**src/rtl/blink_tick_gen.sv**
```systemverilog
// Blink tick generator: a debounced push button selects one of four tick
// rates (CLK_HZ >> rate_sel). Each accepted press advances the rate.
module blink_tick_gen #(
  parameter int unsigned CLK_HZ          = 50_000_000,
  parameter int unsigned DEBOUNCE_CYCLES = 1_000_000
) (
  input  logic       clk,
  input  logic       rst,
  input  logic       en,
  input  logic       btn_n,
  output logic       tick,
  output logic [1:0] rate_sel,
  output logic       btn_press
);

  localparam int unsigned TW = $clog2(CLK_HZ);
  localparam int unsigned DW = $clog2(DEBOUNCE_CYCLES + 1);

  localparam logic [TW-1:0] LAST_X1 = TW'(CLK_HZ - 1);
  localparam logic [TW-1:0] LAST_X2 = TW'((CLK_HZ >> 1) - 1);
  localparam logic [TW-1:0] LAST_X4 = TW'((CLK_HZ >> 2) - 1);
  localparam logic [TW-1:0] LAST_X8 = TW'((CLK_HZ >> 3) - 1);
  localparam logic [DW-1:0] DB_LAST = DW'(DEBOUNCE_CYCLES - 1);

  generate
    if (CLK_HZ < 16) begin : g_bad_clk_hz
      $error("blink_tick_gen: CLK_HZ must be at least 16");
    end
    if (DEBOUNCE_CYCLES < 1) begin : g_bad_debounce
      $error("blink_tick_gen: DEBOUNCE_CYCLES must be at least 1");
    end
  endgenerate

  logic          sync1;
  logic          sync2;
  logic          stable;
  logic [DW-1:0] db_cnt;
  logic [TW-1:0] tick_cnt;
  logic [TW-1:0] period_last;
  logic          db_accept;
  logic          press_now;
  logic          wrap;

  always_comb begin
    period_last = LAST_X1;
    case (rate_sel)
      2'd0:    period_last = LAST_X1;
      2'd1:    period_last = LAST_X2;
      2'd2:    period_last = LAST_X4;
      default: period_last = LAST_X8;
    endcase
  end

  // The accepting edge is the one whose differing sample would make the
  // count reach DEBOUNCE_CYCLES; a press is an accepted 1->0 change.
  always_comb begin
    db_accept = (sync2 != stable) && (db_cnt == DB_LAST);
    press_now = db_accept && stable;
    wrap      = (tick_cnt == period_last);
  end

  always_ff @(posedge clk) begin
    if (rst) begin
      sync1     <= 1'b1;
      sync2     <= 1'b1;
      stable    <= 1'b1;
      db_cnt    <= '0;
      btn_press <= 1'b0;
      rate_sel  <= '0;
      tick_cnt  <= '0;
      tick      <= 1'b0;
    end else begin
      sync1 <= btn_n;
      sync2 <= sync1;

      if (sync2 == stable) begin
        db_cnt <= '0;
      end else if (db_accept) begin
        stable <= sync2;
        db_cnt <= '0;
      end else begin
        db_cnt <= db_cnt + 1'b1;
      end

      btn_press <= press_now;

      // A rate change restarts the period and suppresses a coinciding wrap.
      if (press_now) begin
        rate_sel <= rate_sel + 1'b1;
        tick_cnt <= '0;
        tick     <= 1'b0;
      end else if (en) begin
        tick_cnt <= wrap ? '0 : tick_cnt + 1'b1;
        tick     <= wrap;
      end else begin
        tick <= 1'b0;
      end
    end
  end

endmodule

```
**config.mk**
```make
export PLATFORM = sky130hd
export DESIGN_NAME = blink_tick_gen
export DESIGN_NICKNAME = d
export VERILOG_FILES = /design/src/rtl/blink_tick_gen.sv
export SDC_FILE = /design/constraint.sdc
export NUM_CORES = 1
export LEC_CHECK = 0
export ABC_AREA = 1
export CORE_ASPECT_RATIO = 0.75
export CORE_MARGIN = 2
export CORE_UTILIZATION = 55
export CTS_CLUSTER_SIZE = 8
export DETAILED_ROUTE_END_ITERATION = 16
export PLACE_DENSITY_LB_ADDON = 0.2
export SLEW_MARGIN = 15
export SYNTH_ARGS = -nofsm -noshare
export SYNTH_HDL_FRONTEND = slang
export SYNTH_SLANG_ARGS = --single-unit
export TNS_END_PERCENT = 10
```
**constraint.sdc**
```tcl
create_clock -name clk -period 4.92 [get_ports clk]
set_input_delay 1.23 -clock clk [delete_from_list [all_inputs] [get_ports clk]]
set_output_delay 1.23 -clock clk [all_outputs]
set_load 0.05 [all_outputs]
```
# Word-level counts from Yosys, hierarchy flattened

Cells that the tools add are included.
W data, S select, Z words.

Register bits after elaboration: 53
Latch bits: 0
Memory bits (writable): 0
Memory bits (read-only): 0
Input port bits: 4
Output and inout bits: 4
Logic and storage cells: 28
Memories: 0

Add/sub/neg operators: 3
Multipliers: 0
Divide/modulo/power cells: 0
$lt $le $gt $ge: 0
Equality and inequality tests: 6
Shifts and indexed selects: 0
Mux-type cells: 2
Bitwise gates (word level): 2
Reduce and logical (&&, ||, !) cells: 7

Operators by type and width:

| operator                | number |
|---|---|
| $pmux W26 S3            | 1 |
| $add A26 B1 Y26 const B | 1 |
| $eq A26 B26 Y1          | 1 |
| $mux W26                | 1 |
| $add A20 B1 Y20 const B | 1 |
| $eq A20 B20 Y1 const B  | 1 |
| $reduce_or A3 Y1        | 2 |
| $add A2 B1 Y2 const B   | 1 |
| $eq A2 B1 Y1 const B    | 1 |
| $eq A2 B2 Y1 const B    | 1 |
| $logic_and A1 B1 Y1     | 2 |
| $logic_not A2 Y1        | 1 |
| $not A1 Y1              | 2 |
| $reduce_and A2 Y1       | 1 |
| $reduce_or A2 Y1        | 1 |
| $eq A1 B1 Y1            | 1 |
| $ne A1 B1 Y1            | 1 |

# Longest topological paths before layout

Depth after elaboration: 4
Depth in mapped cells: 12
Depth with buffers taken out: 11

# Worst setup path before layout

No wires, ideal clock.

Path kind: input to register
Start point: input en
End point: register tick_cnt[11]
Setup time: 116 ps
Data arrival time: 2058 ps
Data required time: 4804 ps
Setup slack: 2746 ps
Stages: 7
Path buffers: 1
Path through: buf_4 -> inv_2 -> nor2_2 -> nand3_1 -> nor2_1 -> xor2_1 -> nor2_1

RTL lines:

| item                 | line | source |
|---|---|---|
| from (decl)          | 9    | `input logic en,` |
| to (signal assigned) | 93   | `tick_cnt <= wrap ? '0 : tick_cnt + 1'b1;` |
| to (decl)            | 38   | `logic [TW-1:0] tick_cnt;` |

# Final worst setup path

Start point: register rate_sel[1]
End point: output rate_sel[1]

RTL lines:

| item                   | line | source |
|---|---|---|
| from (decl)            | 12   | `output logic [1:0] rate_sel,` |
| from (signal assigned) | 89   | `rate_sel <= rate_sel + 1'b1;` |

No word-level cell between the ends.

==> results.md <==
* Status: finished, final reports clean
* Vias at 2860
* CP Cell Sequence: clkdlybuf4s50_1
* Count leader, synth: nand2_1
* Syn Area/Cell at about 6.5 µm²
* Cell depth of the worst hold path at 1
* Period utilization at 0.5891
* Via-per-instance ratio at 5.257
* Worst R2R Start: rate_sel[1]$_SDFFE_PP0P_
* Die Wd at 89.20 µm
* Seq/Total Area, Yosys at 0.3544
* Max_cap viols at 0
* Post-layout util at 0.6085
* Max H-tree Level at 2
* Total I/O pin count at 8
* Nets at 480
* WP depth at 1
* Yosys top cell by area: dfxtp_1
* Fraction of layout cells with a size suffix above 1 at 0.05544
* Worst-path clk slew at 100 ps
* Largest stage delay, worst path at 860 ps
* Largest net degree at the start of global routing at 25
* Synth area leaders: dfxtp_1, nand2_1, nor2_1
* Setup crit end kind: output pin
* Core region area at 5295 µm²
* Clk sinks at 53
* EDFF count, synth at 0
* Worst Skew at 8.093 ps
* Worst path top cell family by delay: buffers and inverters
* Global-route wire length before repair at 10.99 mm
* Peak supply drop at ~160 µV
* Post-synth cell types at 27
* Post-detail-place hpwl at 5.102 mm
* Synth Flop Type: dfxtp_1
* IO buf count at 7
* Post-CTS sizing at 0
* CTS buffer count at 5
* Grt ovf at 0
* Synth cell count leaders: nand2_1, nor2_1, inv_1, dfxtp_1, nand3_1
* Post-Route Setup TNS at 0 ps
* Max-Slew Margin vs Limit at 0.6514
* Postcts setup bufs at 0
* Worst-margin pin slew at 522.2 ps
* DR WL/cell at 12.24 µm
* Required time worst endpoint at 3690 ps
* Post-Synthesis Cell Area at 2994 µm²
* Startpoint Class: flip-flop
* Vias in the first global route at 2378
* Die Area at ~6100 µm²
* # hold bufs at CTS at 0
* P&R area growth vs syn at 7.606%
* Gr usage total at 0.2342
* Overall Power at between 0.7 and 0.8 mW
* Reg2reg setup slack at 2790 ps
* R2R cell count at 9
* Row count at 23
* Hold path startpoint: sync1$_SDFF_PP1_
* Worst reg2reg path endpoint: tick_cnt[7]$_SDFFE_PP0P_
* Clock Tree Root: clkbuf_8
* Synth warnings at 0
* Fin. max-slew vios at 0
* Starting utilization of the core area at 0.5655
* Die H at 67.90 µm
* Fmax at around 0.35 GHz
* Initial detailed-routing violation count at between 200 and 250
* Top-area cell type share of the netlist area at 0.3544
* Final hold violations at 0
* GP Congestion at 0.9455
* Critical-path top delay cell: clkdlybuf4s50_1
* Hold EP: sync2$_SDFF_PP1_
* Clk Latency, worst-skew pair at 300 ps
* Cell area power density at 233.8 nW/µm²
* Worst Path Arrival at 1670 ps
* Number of synthesized register bits at 53
* Ys async rst share at 0
* Final setup violation count at 0
* Min-Delay Path Class: flip-flop to flip-flop
* Max Buffers Root-to-Sink at 2
* CTS tree: yes
* Pre-Repair DR Iteration Count at 5
* Crit-path max FO at 9
* Buf/Inv on CP at 1
* Critical path type: flip-flop to output pin
* Residual DRC at 0
* Ant diodes at 0
* Synthesized Nets at ~470
* Final WL at 6.658 mm
* RSZ-0062 raised after global routing: no
* Post-synthesis cell count at 460
* Minimum clock period at 2898 ps
* Number of antenna-violating nets in the routed design at 0
* Leak Pwr at 1.229 nW
* Initial antenna violation count at 0
-- per-stage QoR --
step                instances  hold WS [ps]  instance area [µm²]  worst slack, ps
floorplan                 460         389.5                 2994             2746
global placement          536         407.6                 3107             1968
detailed placement        536         405.9                 3107             1910
CTS                       544         438.3                 3222             2010
global route              544         458.6                 3222             1954
finish                    544         433.9                 3222             2022
-- cells in the final DEF, fill, tap and decap left out, drive strengths merged --
master / instances
nor2: 99
nand4: 13
nand3: 34
bufinv: 1
mux2i: 1
dfxtp: 53
nor3b: 2
clkbuf: 5
ha: 8
clkinv: 1
o211ai: 1
xnor2: 8
a21oi: 11
clkinvlp: 1
clkdlybuf4s50: 7
inv: 56
or2: 6
nand2: 123
nor3: 22
o21ai: 5
xor2: 12
-- per-layer routing --
layer	up-vias	track usage	part of all wire
met5	-	0	0
met2	117	0.3278	0.38
met3	4	0.05790	0.085
met4	0	0.04291	0.0056
li1	1454	-	-
met1	1285	0.3631	0.53
-- flip-flops by register name (all words and copies together) (netlist names) --
name and count:
tick_cnt 26, sync1 1, tick 1, sync2 1, stable 1, btn_press 1
db_cnt 20, rate_sel 2
-- power by group --
part           switching, mW  total, mW  internal, mW
logic                 0.0109     0.0175       0.00658
registers            0.00206      0.434         0.431
clock network          0.150      0.302         0.153
-- layout make-up --
cell class	count	area [µm²]
Timing Repair Buffer	7	70.07
Fill cell	532	2073
Tap cell	75	93.84
Sequential cell	53	1061
Clock buffer	5	68.82
Clock inverter	3	46.29
Multi-Input combinational cell	345	1672
Inverter	56	210.2
-- logic make-up (layout without fill, tap and decap cells) --
family | Yosys count | count (layout) | share of synthesized area
compound gates | 17 | 17 | 0.02925
xor+xnor | 20 | 20 | 0.05850
fa+ha+maj | 8 | 8 | 0.03343
buf+inv | 62 | 71 | 0.08733
flops | 53 | 53 | 0.3544
mux | 1 | 1 | 0.003343
simple gates | 299 | 299 | 0.4338
-- worst max-delay path by stage --
stage	to	slack, ps	start
after floorplan	tick_cnt[11]$_SDFFE_PP0P_	2750	en
after global placement	tick_cnt[25]$_SDFFE_PP0P_	1970	en
after detailed placement	tick_cnt[7]$_SDFFE_PP0P_	1910	en
after CTS	rate_sel[1]	2010	rate_sel[1]$_SDFFE_PP0P_
after global routing	rate_sel[1]	1950	rate_sel[1]$_SDFFE_PP0P_
final	rate_sel[1]	2020	rate_sel[1]$_SDFFE_PP0P_
No activity file was read; power rests on OpenSTA's default activity.
